`src/rtl/i2c_pkg.sv`:
```
// rtl/i2c_pkg.sv - shared types and constants for the I2C byte-level target
//
// Purpose: FSM state encoding, ACK/NACK bus levels and field widths used by
// the target top level, its line filter and its bus interface.
// Ports: none (package).

package i2c_pkg;

  localparam int I2C_ADDR_W = 7;
  localparam int I2C_BYTE_W = 8;

  // Level seen on SDA during the ninth clock of a byte.
  localparam logic ACK  = 1'b0;
  localparam logic NACK = 1'b1;

  typedef enum logic [2:0] {
    ST_IDLE,
    ST_ADDR,
    ST_ADDR_ACK,
    ST_RX,
    ST_RX_ACK,
    ST_TX,
    ST_TX_ACK,
    ST_WAIT_STOP
  } i2c_state_e;

endpackage

```
`src/rtl/i2c_target_byte_if.sv`:
```
// rtl/i2c_target_byte_if.sv - bus and byte-port bundle for the I2C target
//
// Purpose: groups the raw I2C lines and the parallel byte ports so the
// target and its environment connect through one port.
// Signals:
//   Scl, Sda_in  raw asynchronous bus lines into the target
//   Sda_oe       1 = target pulls SDA low (open drain)
//   Rx_data      last received write byte, Rx_valid one-cycle update strobe
//   Tx_data      next read byte, Tx_load one-cycle capture strobe
//   Rw           R/W bit of the last matched address byte
//   Busy         target is addressed and active
// Modports: slave = the target, master = the environment driving the bus.

interface i2c_target_byte_if;
  import i2c_pkg::*;

  logic                  Scl;
  logic                  Sda_in;
  logic                  Sda_oe;
  logic [I2C_BYTE_W-1:0] Rx_data;
  logic                  Rx_valid;
  logic [I2C_BYTE_W-1:0] Tx_data;
  logic                  Tx_load;
  logic                  Rw;
  logic                  Busy;

  modport slave (
    input  Scl, Sda_in, Tx_data,
    output Sda_oe, Rx_data, Rx_valid, Tx_load, Rw, Busy
  );

  modport master (
    output Scl, Sda_in, Tx_data,
    input  Sda_oe, Rx_data, Rx_valid, Tx_load, Rw, Busy
  );

endinterface

```
`src/rtl/i2c_line_filter.sv`:
```
// rtl/i2c_line_filter.sv - synchronizer, glitch filter and edge detect for one I2C line
//
// Purpose: brings an asynchronous bus line into the Clk domain, suppresses
// pulses shorter than FILTER cycles and flags the filtered edges.
// Ports:
//   Clk     system clock
//   Rst     synchronous active-high reset (line state presets to idle-high)
//   line_i  raw asynchronous line
//   line_o  filtered line
//   rise_o  one-cycle pulse in the first cycle line_o is high after being low
//   fall_o  one-cycle pulse in the first cycle line_o is low after being high

module i2c_line_filter #(
  parameter int FILTER = 3
) (
  input  logic Clk,
  input  logic Rst,
  input  logic line_i,
  output logic line_o,
  output logic rise_o,
  output logic fall_o
);

  localparam int CW = (FILTER < 2) ? 1 : $clog2(FILTER);

  logic [1:0]    sync_q;
  logic          filt_q, filt_d;
  logic [CW-1:0] cnt_q, cnt_d;
  logic          rise_q, rise_d;
  logic          fall_q, fall_d;
  logic          sync_s;

  assign sync_s = sync_q[1];

  // The filtered line only follows the synchronized line once it has
  // disagreed for FILTER consecutive cycles; any agreement restarts the count.
  always_comb begin
    filt_d = filt_q;
    cnt_d  = cnt_q;
    rise_d = 1'b0;
    fall_d = 1'b0;
    if (sync_s == filt_q) begin
      cnt_d = '0;
    end else if (cnt_q == CW'(FILTER - 1)) begin
      filt_d = sync_s;
      cnt_d  = '0;
      rise_d = sync_s;
      fall_d = ~sync_s;
    end else begin
      cnt_d = cnt_q + CW'(1);
    end
  end

  always_ff @(posedge Clk) begin
    if (Rst) begin
      sync_q <= 2'b11;
      filt_q <= 1'b1;
      cnt_q  <= '0;
      rise_q <= 1'b0;
      fall_q <= 1'b0;
    end else begin
      sync_q <= {sync_q[0], line_i};
      filt_q <= filt_d;
      cnt_q  <= cnt_d;
      rise_q <= rise_d;
      fall_q <= fall_d;
    end
  end

  assign line_o = filt_q;
  assign rise_o = rise_q;
  assign fall_o = fall_q;

endmodule

```
`src/rtl/i2c_target_byte.sv`:
```
// rtl/i2c_target_byte.sv - I2C target with fixed address and parallel byte ports
//
// Purpose: detects START/STOP on filtered SCL/SDA, matches a 7-bit address,
// receives write bytes onto Rx_data/Rx_valid and serves read bytes from
// Tx_data/Tx_load, driving SDA open-drain. Never stretches SCL.
// Parameters: ADDR target address, FILTER glitch filter length (>= 1).
// Ports:
//   Clk  system clock
//   Rst  synchronous active-high reset
//   bus  i2c_target_byte_if.slave (lines, byte ports, Rw, Busy)

module i2c_target_byte
  import i2c_pkg::*;
#(
  parameter logic [I2C_ADDR_W-1:0] ADDR   = 7'h42,
  parameter int                    FILTER = 3
) (
  input  logic                Clk,
  input  logic                Rst,
  i2c_target_byte_if.slave    bus
);

  logic scl_f, scl_rise, scl_fall;
  logic sda_f, sda_rise, sda_fall;
  logic start_ev, stop_ev;

  i2c_line_filter #(.FILTER(FILTER)) u_scl_filter (
    .Clk    (Clk),
    .Rst    (Rst),
    .line_i (bus.Scl),
    .line_o (scl_f),
    .rise_o (scl_rise),
    .fall_o (scl_fall)
  );

  i2c_line_filter #(.FILTER(FILTER)) u_sda_filter (
    .Clk    (Clk),
    .Rst    (Rst),
    .line_i (bus.Sda_in),
    .line_o (sda_f),
    .rise_o (sda_rise),
    .fall_o (sda_fall)
  );

  assign start_ev = sda_fall & scl_f;
  assign stop_ev  = sda_rise & scl_f;

  i2c_state_e            state_q, state_d;
  logic [3:0]            bit_cnt_q, bit_cnt_d;
  logic [I2C_BYTE_W-2:0] shift_q, shift_d;     // bits received so far, newest in [0]
  logic [I2C_BYTE_W-2:0] tx_shift_q, tx_shift_d; // bits of the read byte still to send
  logic                  sda_oe_q, sda_oe_d;
  logic [I2C_BYTE_W-1:0] rx_data_q, rx_data_d;
  logic                  rx_valid_q, rx_valid_d;
  logic                  rw_q, rw_d;
  logic                  busy_q, busy_d;
  logic                  tx_load;
  logic [I2C_BYTE_W-1:0] rx_byte;

  // Byte as it stands once the bit currently on SDA is shifted in.
  assign rx_byte = {shift_q, sda_f};

  // All SDA drive changes are made on a filtered SCL fall, so Sda_oe only
  // moves while SCL is low and the target can never fake START or STOP.
  always_comb begin
    state_d    = state_q;
    bit_cnt_d  = bit_cnt_q;
    shift_d    = shift_q;
    tx_shift_d = tx_shift_q;
    sda_oe_d   = sda_oe_q;
    rx_data_d  = rx_data_q;
    rx_valid_d = 1'b0;
    rw_d       = rw_q;
    busy_d     = busy_q;
    tx_load    = 1'b0;

    if (stop_ev) begin
      state_d   = ST_IDLE;
      bit_cnt_d = 4'd0;
      sda_oe_d  = 1'b0;
      busy_d    = 1'b0;
    end else if (start_ev) begin
      state_d   = ST_ADDR;
      bit_cnt_d = 4'd0;
      sda_oe_d  = 1'b0;
      busy_d    = 1'b0;
    end else begin
      unique case (state_q)
        ST_IDLE, ST_WAIT_STOP: begin
          sda_oe_d = 1'b0;
        end

        // bit_cnt_q == 8 here means the address matched and the ACK is
        // pending the next SCL fall.
        ST_ADDR: begin
          if (scl_rise && bit_cnt_q < 4'd8) begin
            shift_d   = rx_byte[I2C_BYTE_W-2:0];
            bit_cnt_d = bit_cnt_q + 4'd1;
            if (bit_cnt_q == 4'd7) begin
              if (rx_byte[I2C_BYTE_W-1:1] == ADDR) begin
                rw_d   = rx_byte[0];
                busy_d = 1'b1;
              end else begin
                state_d = ST_WAIT_STOP;
              end
            end
          end else if (scl_fall && bit_cnt_q == 4'd8) begin
            sda_oe_d = 1'b1;
            state_d  = ST_ADDR_ACK;
          end
        end

        ST_ADDR_ACK: begin
          if (scl_fall) begin
            if (!rw_q) begin
              sda_oe_d  = 1'b0;
              bit_cnt_d = 4'd0;
              state_d   = ST_RX;
            end else begin
              tx_load    = 1'b1;
              tx_shift_d = bus.Tx_data[I2C_BYTE_W-2:0];
              sda_oe_d   = ~bus.Tx_data[I2C_BYTE_W-1];
              bit_cnt_d  = 4'd1;
              state_d    = ST_TX;
            end
          end
        end

        ST_RX: begin
          if (scl_rise && bit_cnt_q < 4'd8) begin
            shift_d   = rx_byte[I2C_BYTE_W-2:0];
            bit_cnt_d = bit_cnt_q + 4'd1;
            if (bit_cnt_q == 4'd7) begin
              rx_data_d  = rx_byte;
              rx_valid_d = 1'b1;
            end
          end else if (scl_fall && bit_cnt_q == 4'd8) begin
            sda_oe_d = 1'b1;
            state_d  = ST_RX_ACK;
          end
        end

        ST_RX_ACK: begin
          if (scl_fall) begin
            sda_oe_d  = 1'b0;
            bit_cnt_d = 4'd0;
            state_d   = ST_RX;
          end
        end

        // bit_cnt_q counts bits already placed on SDA; bit 7 went out on entry.
        ST_TX: begin
          if (scl_fall) begin
            if (bit_cnt_q == 4'd8) begin
              sda_oe_d = 1'b0;
              state_d  = ST_TX_ACK;
            end else begin
              sda_oe_d   = ~tx_shift_q[I2C_BYTE_W-2];
              tx_shift_d = {tx_shift_q[I2C_BYTE_W-3:0], 1'b0};
              bit_cnt_d  = bit_cnt_q + 4'd1;
            end
          end
        end

        // A NACK leaves on the rise, so reaching the fall implies an ACK.
        ST_TX_ACK: begin
          if (scl_rise && sda_f == NACK) begin
            state_d = ST_WAIT_STOP;
            busy_d  = 1'b0;
          end else if (scl_fall) begin
            tx_load    = 1'b1;
            tx_shift_d = bus.Tx_data[I2C_BYTE_W-2:0];
            sda_oe_d   = ~bus.Tx_data[I2C_BYTE_W-1];
            bit_cnt_d  = 4'd1;
            state_d    = ST_TX;
          end
        end

        default: begin
          state_d  = ST_IDLE;
          sda_oe_d = 1'b0;
          busy_d   = 1'b0;
        end
      endcase
    end
  end

  always_ff @(posedge Clk) begin
    if (Rst) begin
      state_q    <= ST_IDLE;
      bit_cnt_q  <= 4'd0;
      shift_q    <= '0;
      tx_shift_q <= '0;
      sda_oe_q   <= 1'b0;
      rx_data_q  <= '0;
      rx_valid_q <= 1'b0;
      rw_q       <= 1'b0;
      busy_q     <= 1'b0;
    end else begin
      state_q    <= state_d;
      bit_cnt_q  <= bit_cnt_d;
      shift_q    <= shift_d;
      tx_shift_q <= tx_shift_d;
      sda_oe_q   <= sda_oe_d;
      rx_data_q  <= rx_data_d;
      rx_valid_q <= rx_valid_d;
      rw_q       <= rw_d;
      busy_q     <= busy_d;
    end
  end

  assign bus.Sda_oe   = sda_oe_q;
  assign bus.Rx_data  = rx_data_q;
  assign bus.Rx_valid = rx_valid_q;
  assign bus.Tx_load  = tx_load;
  assign bus.Rw       = rw_q;
  assign bus.Busy     = busy_q;

endmodule

```
`src/flat_wrapper.sv`:
```
// flat-port wrapper written by rule: the top's interface ports become plain ports
module i2c_target_byte_flat import i2c_pkg::*;
#(
  parameter logic [I2C_ADDR_W-1:0] ADDR   = 7'h42,
  parameter int                    FILTER = 3
)
  (Clk, Rst, bus_Scl, bus_Sda_in, bus_Tx_data, bus_Sda_oe, bus_Rx_data, bus_Rx_valid, bus_Tx_load, bus_Rw, bus_Busy);
  i2c_target_byte_if bus_i ();
  input  logic Clk;
  input  logic Rst;
  input wire logic [$bits(bus_i.Scl)-1:0] bus_Scl;
  input wire logic [$bits(bus_i.Sda_in)-1:0] bus_Sda_in;
  input wire logic [$bits(bus_i.Tx_data)-1:0] bus_Tx_data;
  output wire logic [$bits(bus_i.Sda_oe)-1:0] bus_Sda_oe;
  output wire logic [$bits(bus_i.Rx_data)-1:0] bus_Rx_data;
  output wire logic [$bits(bus_i.Rx_valid)-1:0] bus_Rx_valid;
  output wire logic [$bits(bus_i.Tx_load)-1:0] bus_Tx_load;
  output wire logic [$bits(bus_i.Rw)-1:0] bus_Rw;
  output wire logic [$bits(bus_i.Busy)-1:0] bus_Busy;
  assign bus_i.Scl = bus_Scl;
  assign bus_i.Sda_in = bus_Sda_in;
  assign bus_i.Tx_data = bus_Tx_data;
  assign bus_Sda_oe = bus_i.Sda_oe;
  assign bus_Rx_data = bus_i.Rx_data;
  assign bus_Rx_valid = bus_i.Rx_valid;
  assign bus_Tx_load = bus_i.Tx_load;
  assign bus_Rw = bus_i.Rw;
  assign bus_Busy = bus_i.Busy;
  i2c_target_byte #(.ADDR(ADDR), .FILTER(FILTER)) u_core (.Clk(Clk), .Rst(Rst), .bus(bus_i));
endmodule
```
`config.mk`:
```
export PLATFORM = sky130hd
export DESIGN_NAME = i2c_target_byte_flat
export DESIGN_NICKNAME = d
export VERILOG_FILES = /design/src/rtl/i2c_pkg.sv /design/src/rtl/i2c_target_byte_if.sv /design/src/rtl/i2c_line_filter.sv /design/src/rtl/i2c_target_byte.sv /design/src/flat_wrapper.sv
export SDC_FILE = /design/constraint.sdc
export NUM_CORES = 1
export LEC_CHECK = 0
export ABC_AREA = 1
export CAP_MARGIN = 10
export CORE_AREA = 2 2 87 89
export CTS_CLUSTER_DIAMETER = 100
export DETAILED_ROUTE_END_ITERATION = 8
export DIE_AREA = 0 0 89 91
export GPL_TIMING_DRIVEN = 0
export PLACE_DENSITY = 0.55
export SLEW_MARGIN = 30
export SYNTH_ARGS = -nofsm -noshare
export SYNTH_HDL_FRONTEND = slang
export SYNTH_SLANG_ARGS = --single-unit
```
`constraint.sdc`:
```
create_clock -name Clk -period 1.7 [get_ports Clk]
set_input_delay 0.255 -clock Clk [delete_from_list [all_inputs] [get_ports Clk]]
set_output_delay 0.255 -clock Clk [all_outputs]
set_load 0.01 [all_outputs]
```
After elaboration in Yosys (flattened, before gate mapping)
Cells that the tools add are included.

Register bits: 47. Input bits: 12. Output and inout bits: 13. Word-level logic and storage cells: 166.

$add $sub $neg: 3. $lt $le $gt $ge: 1. Equal/unequal tests: 45. Mux-type cells: 54. Bitwise logic cells: 14. Reductions and logical operators: 29.

Operators with widths (number): 7-bit two-way mux (6); 3-bit two-way mux (13); 4-bit two-way mux (7); 1-bit two-way mux (22); 11-bit AND reduction (2); 7-bit one-hot mux with 3 select lines (1); 4-bit one-hot mux with 5 select lines (1); 2-bit by 1-bit inequality test with 1-bit output, second input constant (9); 3-bit one-hot mux with 6 select lines (1); 2-bit inequality test, second input constant (8); 3-bit by 2-bit inequality test with 1-bit output, second input constant (5); 3-bit OR reduction (5); 3-bit == test, second input constant (4); 1-bit NOT (12); 5-bit AND reduction (2); 3-bit by 1-bit inequality test with 1-bit output, second input constant (3); 9-bit AND reduction (1); 4-bit by 3-bit inequality test with 1-bit output, second input constant (2); 8-bit AND reduction (1); 7-bit == test, second input constant (1); 7-bit AND reduction (1); 7-bit nonzero test (1); 3-bit by 2-bit == test with 1-bit output, second input constant (2); 3-bit inequality test, second input constant (2); other kinds (24) (34).

Depth between registers and ports, before layout
Depth after elaboration: 6. Mapped depth: 12. Gate-level depth less buffers: 12.

Cells and area by module
From an unflattened synthesis, not the netlist that was laid out.

Cells, all modules: 332. Area, all modules: 2368.5 µm².

Modules (own cells, without submodules): i2c_target_byte (instances 1, cells an instance 280, area each 1883.1 µm², sequential area each 660.6 µm²); i2c_line_filter (instances 2, cells an instance 26, area each 242.7 µm², sequential area each 140.1 µm²).

Worst setup path before layout
Ideal clock, no wire load.

Kind: register to register. From: register u_core.bit_cnt_q[0]. To: register u_core.tx_shift_q[3]. Setup time: 0.115 ns. Data arrival time: 1.301 ns. Data required time: 1.585 ns. Setup slack: 0.284 ns. Cell stages (with the launch flop): 10. Path buffers: 1. Clock period less this slack: 1.416 ns. Path through: dfxtp_1 > inv_1 > ha_1 > nand3_1 > nor2_1 > nor3_4 > buf_6 > nand4_1 > nand2_1 > nor2_1.

Word-level cells in the longest chain between the ends: 3.

RTL lines: start, declared (RTL line i2c_target_byte.sv:49) `logic [3:0] bit_cnt_q, bit_cnt_d;`; start signal, assigned (RTL line i2c_target_byte.sv:201) `bit_cnt_q <= bit_cnt_d;`; 4-bit == test (RTL line i2c_target_byte.sv:154) `if (bit_cnt_q == 4'd8) begin`; 2-bit inequality test (no source line); 9-bit AND reduction (no source line); end signal, assigned (RTL line i2c_target_byte.sv:203) `tx_shift_q <= tx_shift_d;`; end, declared (RTL line i2c_target_byte.sv:51) `logic [I2C_BYTE_W-2:0] tx_shift_q, tx_shift_d;`.

No other way between the ends. A chain may end at the register's enable or synchronous reset.

Final worst setup path
From: register u_core.state_q[0]. To: output bus_Tx_load.

Word-level cells in the longest chain between the ends: 4. Elaborated cells on any way between the ends: 5. Those cells by class: eq/ne: 2; mux: 3.

RTL lines: start, declared (RTL line i2c_target_byte.sv:48) `i2c_state_e state_q, state_d;`; start signal, assigned (RTL line i2c_target_byte.sv:200) `state_q <= state_d;`; 3-bit == test or 3-bit by 2-bit == test with 1-bit output (tied branches) (RTL line i2c_target_byte.sv:88) `unique case (state_q)`; 1-bit one-hot mux with 2 select lines (*) (RTL line i2c_target_byte.sv:88); 1-bit two-way mux (*) (RTL line i2c_target_byte.sv:82) `end else if (start_ev) begin`; 1-bit two-way mux (*) (RTL line i2c_target_byte.sv:77) `if (stop_ev) begin`; end, declared (RTL line flat_wrapper.sv:17) `output wire logic [$bits(bus_i.Tx_load)-1:0] bus_Tx_load;`.

Every way passes the cells marked *; elsewhere a longest branch is shown, timed or not.

==> results.py <==
metrics = {
    "hold_path": {
        "hold-path-cell-count": 1,
        "hold_path_class": "reg -> reg",
    },
    "placed_design": {
        "gp_congestion": 0.883,
        "io_buffers": 24,
        "hpwl_um": 3570,
        "dp_slack_ns": -0.262,
    },
    "setup_path": {
        "crit_arrival_ns": 1.39,
        "timing.critical_path.required_ns": 1.44,
        "start_kind": "flop",
        "crit_path_category": "reg -> out",
        "worst-path-max-fanout": 7,
        "reg2regPathDepth": 11,
        "endpoint": "bus_Tx_load",
        "worstSetupEndpointType": "primary output",
        "regToRegSetupSlack_ns": 0.06,
        "timing.rr.end": "u_core.state_q[0]$_SDFFE_PP0P_",
        "worstSetupStartpoint": "u_core.state_q[0]$_SDFFE_PP0P_",
        "reg2reg_from": "u_core.bit_cnt_q[0]$_SDFFE_PP0P_",
    },
    "timing": {
        "final.period_utilization": 0.969,
        "clock-skew-final_ns": 0.00624,
        "grt_setup_unrepaired": "yes",
        "setup-tns-final_ns": 0,
        "post-route-worst-setup-slack_ns": 0.0534,
        "worst_slew_margin_rel": 0.665,
        "final-setup-viol-count": 0,
        "layout_min_cycle_time_ns": 1.65,
        "tightestPinTransition_ns": 0.502,
        "slew_violations": 0,
        "max_freq_ghz": 0.607,
        "report.final.hold_viol_count": 0,
    },
    "clock_tree": {
        "cts_tree": "yes",
        "hold_buffers": 0,
        "cts_root_buf": "sky130_fd_sc_hd__clkbuf_8",
        "clock_sinks": 47,
        "worstSkewPairLatency_ns": 0.31,
        "cts_max_level": 2,
        "clk_transition_reported_paths_ns": 0.09,
        "cts_made_buffers": 5,
        "max-clock-path-buffers": 2,
    },
    "global_route": {
        "grt_antenna_before_repair": 0,
        "grt.total_usage": 0.135,
        "global_route_wire_length_before_repair_um": 8670,
        "grt_start_max_net_pins": 16,
        "via_count_of_the_first_global_routing_pass": 1897,
        "total_gr_overflow": 0,
    },
    "die": {
        "design.core.area_um2": 7140,
        "floorplan.die.width_um": 89,
        "floorplan.initialDensity": 0.313,
        "ioPinCount": 25,
        "die_h_um": 91,
        "fp-row-count": 31,
        "design.die.area_um2": 8100,
    },
    "synth": {
        "syn_nets": 319,
        "synth-seq-cells": 47,
        "dominantRegCellSynth": "sky130_fd_sc_hd__dfxtp_1",
        "seq_area_frac_synth": 0.421,
        "synth_cell_types": 35,
        "syn_area_per_cell_um2": 7.37,
        "async_flop_share": 0,
        "post_synth_instance_area_um2": 2230,
        "yosysWarnings": 0,
        "post_synth_inst_count": 303,
        "number_of_synthesized_flops_with_an_enable_pin": 0,
    },
    "drt": {
        "routed.top_layer": "met4",
        "routed_wl_um": 5220,
        "drtPass1Iterations": 4,
        "drc": 0,
        "drt-wirelength-per-cell_um": 11.6,
        "met1_length_um": 2540,
        "met3_layer_wire_length_in_the_routed_design_um": 251,
        "drtAntennaViolNets": 0,
        "dr_total_vias": 2078,
        "avgViaCountPerCell": 4.63,
        "drtIter0Drc": 190,
        "met2_wirelength_um": 2340,
    },
    "finish": {
        "drive_above_1_share": 0.220,
        "post_layout_utilization_of_the_core": 0.408,
        "area.sequential_um2": 947,
        "flow.area_growth_from_synthesis_pct": 30.3,
        "multiInputGateArea_um2": 1190,
        "nets": 365,
        "fillerInstances": 763,
        "insertedDiodeCount": 0,
    },
    "power_and_ir_drop": {
        "total_leakage_power_nw": 1.17,
        "p_total_mw": 3.87,
        "ir_worst_vdd_v": 0.000430,
        "pd_cells_nw_per_um2": 1330,
    },
    "outcome": {
        "outcome": "complete, no violations",
    },
    "job": {
        "cap_viol_max_count": 0,
    },
}
## how the worst min path moves through the flow
| stage | start | end | slack (ns) |
|---|---|---|---|
| 2_1_floorplan | Rst | u_core.bus.Rx_valid$_SDFF_PP0_ | 0.33 |
| 3_3_place_gp | u_core.u_sda_filter.sync_q[0]$_SDFF_PP1_ | u_core.u_sda_filter.sync_q[1]$_SDFF_PP1_ | 0.39 |
| 3_5_place_dp | u_core.u_scl_filter.sync_q[0]$_SDFF_PP1_ | u_core.u_scl_filter.sync_q[1]$_SDFF_PP1_ | 0.40 |
| 4_1_cts | u_core.u_scl_filter.sync_q[0]$_SDFF_PP1_ | u_core.u_scl_filter.sync_q[1]$_SDFF_PP1_ | 0.42 |
| 5_1_grt | u_core.u_sda_filter.sync_q[0]$_SDFF_PP1_ | u_core.u_sda_filter.sync_q[1]$_SDFF_PP1_ | 0.43 |
| 6_report | u_core.u_sda_filter.sync_q[0]$_SDFF_PP1_ | u_core.u_sda_filter.sync_q[1]$_SDFF_PP1_ | 0.42 |
## metal layers
metal  track usage  vias to the layer above
met2         0.205                       46
met4        0.0485                        0
met5             0                        -
met3        0.0273                        9
li1              -                     1093
met1         0.187                      930
## power by group
part,internal [mW],switching (mW),leakage [nW]
sequential,1.25,0.110,0.383
clock,0.333,0.400,0.0516
combinational,0.764,1.01,0.734
## cells in the mapped netlist (all sizes together) (2+ instances only)
| library cell | instances | share of area |
|---|---|---|
| nor2 | 49 | 0.090 |
| or2 | 6 | 0.017 |
| nand4 | 11 | 0.031 |
| nor3 | 8 | 0.025 |
| a21oi | 24 | 0.059 |
| clkbuf | 3 | 0.0050 |
| buf | 6 | 0.022 |
| ha | 4 | 0.022 |
| xnor2 | 2 | 0.0078 |
| nand3 | 19 | 0.056 |
| inv | 33 | 0.055 |
| nor3b | 2 | 0.0067 |
| nand2 | 56 | 0.096 |
| dfxtp | 47 | 0.42 |
| o21ai | 24 | 0.055 |
| o22ai | 2 | 0.0056 |
## state kept, by name (all words and copies together), names as in the netlist
register	cells
u_core.bit_cnt_q	4
u_core.bus.Busy	1
u_core.bus.Rw	1
u_core.bus.Rx_data	8
u_core.bus.Rx_valid	1
u_core.bus.Sda_oe	1
u_core.shift_q	7
u_core.state_q	3
u_core.tx_shift_q	7
u_core.u_scl_filter.cnt_q	2
u_core.u_scl_filter.fall_o	1
u_core.u_scl_filter.line_o	1
u_core.u_scl_filter.rise_o	1
u_core.u_scl_filter.sync_q	2
u_core.u_sda_filter.cnt_q	2
u_core.u_sda_filter.fall_o	1
u_core.u_sda_filter.line_o	1
u_core.u_sda_filter.rise_o	1
u_core.u_sda_filter.sync_q	2
## layout by cell type, fill, tap and decap left out, types with 2 or more instances in the layout
cell                               n
sky130_fd_sc_hd__nand2_1          52
sky130_fd_sc_hd__dfxtp_1          44
sky130_fd_sc_hd__nor2_1           39
sky130_fd_sc_hd__inv_1            25
sky130_fd_sc_hd__clkdlybuf4s50_1  23
sky130_fd_sc_hd__a21oi_1          22
sky130_fd_sc_hd__buf_4            16
sky130_fd_sc_hd__o21ai_0          12
sky130_fd_sc_hd__nand3_1          12
sky130_fd_sc_hd__nand4_1          11
sky130_fd_sc_hd__o21ai_1          11
sky130_fd_sc_hd__inv_2             6
sky130_fd_sc_hd__nor2_2            6
sky130_fd_sc_hd__or2_2             6
sky130_fd_sc_hd__clkbuf_8          6
sky130_fd_sc_hd__nand2_2           4
sky130_fd_sc_hd__buf_6             4
sky130_fd_sc_hd__nand3_4           4
sky130_fd_sc_hd__nor2_4            4
sky130_fd_sc_hd__nor3_1            4
sky130_fd_sc_hd__nor3_2            3
sky130_fd_sc_hd__clkbuf_1          3
sky130_fd_sc_hd__nand3_2           3
sky130_fd_sc_hd__inv_6             2
sky130_fd_sc_hd__buf_2             2
sky130_fd_sc_hd__xnor2_1           2
sky130_fd_sc_hd__o22ai_1           2
sky130_fd_sc_hd__nor3b_1           2
sky130_fd_sc_hd__ha_1              2
sky130_fd_sc_hd__ha_2              2
sky130_fd_sc_hd__dfxtp_2           2
## per-stage QoR
stage	cell area, um2	std cells	hold slack [ns]
floorplan	2230	303	0.334
global placement	2600	426	0.391
detailed placement	2600	426	0.396
CTS	2770	439	0.417
global route	2910	449	0.430
finish	2910	449	0.415
## worst max-delay path, cell delays in order (launching register included)
cell,delay (ns)
sky130_fd_sc_hd__dfxtp_1,0.31
sky130_fd_sc_hd__buf_6,0.13
sky130_fd_sc_hd__inv_6,0.07
sky130_fd_sc_hd__nand3_4,0.08
sky130_fd_sc_hd__nor2_4,0.12
sky130_fd_sc_hd__nor2_1,0.06
sky130_fd_sc_hd__nor3_2,0.14
sky130_fd_sc_hd__buf_2,0.16
## layout make-up
| class | count | area share |
|---|---|---|
| plain buffers | 9 | 0.0237 |
| clock buffers | 6 | 0.0284 |
| clock inverters | 2 | 0.00473 |
| inverters | 33 | 0.0452 |
| multi-input cells | 214 | 0.410 |
| flip-flops and latches | 47 | 0.326 |
| well taps | 99 | 0.0426 |
| repair buffers | 39 | 0.120 |
## cells by family (layout without fill, tap and decap cells)
| family | after synthesis | in the layout | share of synthesized area |
|---|---|---|---|
| buffers and inverters | 42 | 89 | 0.0829 |
| DFF | 47 | 47 | 0.421 |
| xor gates and xnor gates | 3 | 3 | 0.0118 |
| and+or+nand+nor | 153 | 153 | 0.328 |
| adders and majority gates | 4 | 4 | 0.0224 |
| AOI/OAI and AO/OA | 54 | 54 | 0.133 |
## timing repair
| action | CTS | global route |
|---|---|---|
| gates resized for setup | 15 | 19 |
| pin swaps | 2 | 9 |
| endpoints found under the setup margin | 1 | 23 |
| buffers inserted | 5 | 10 |
| gates cloned | 0 | 0 |
(Power assumes the default switching activity.)
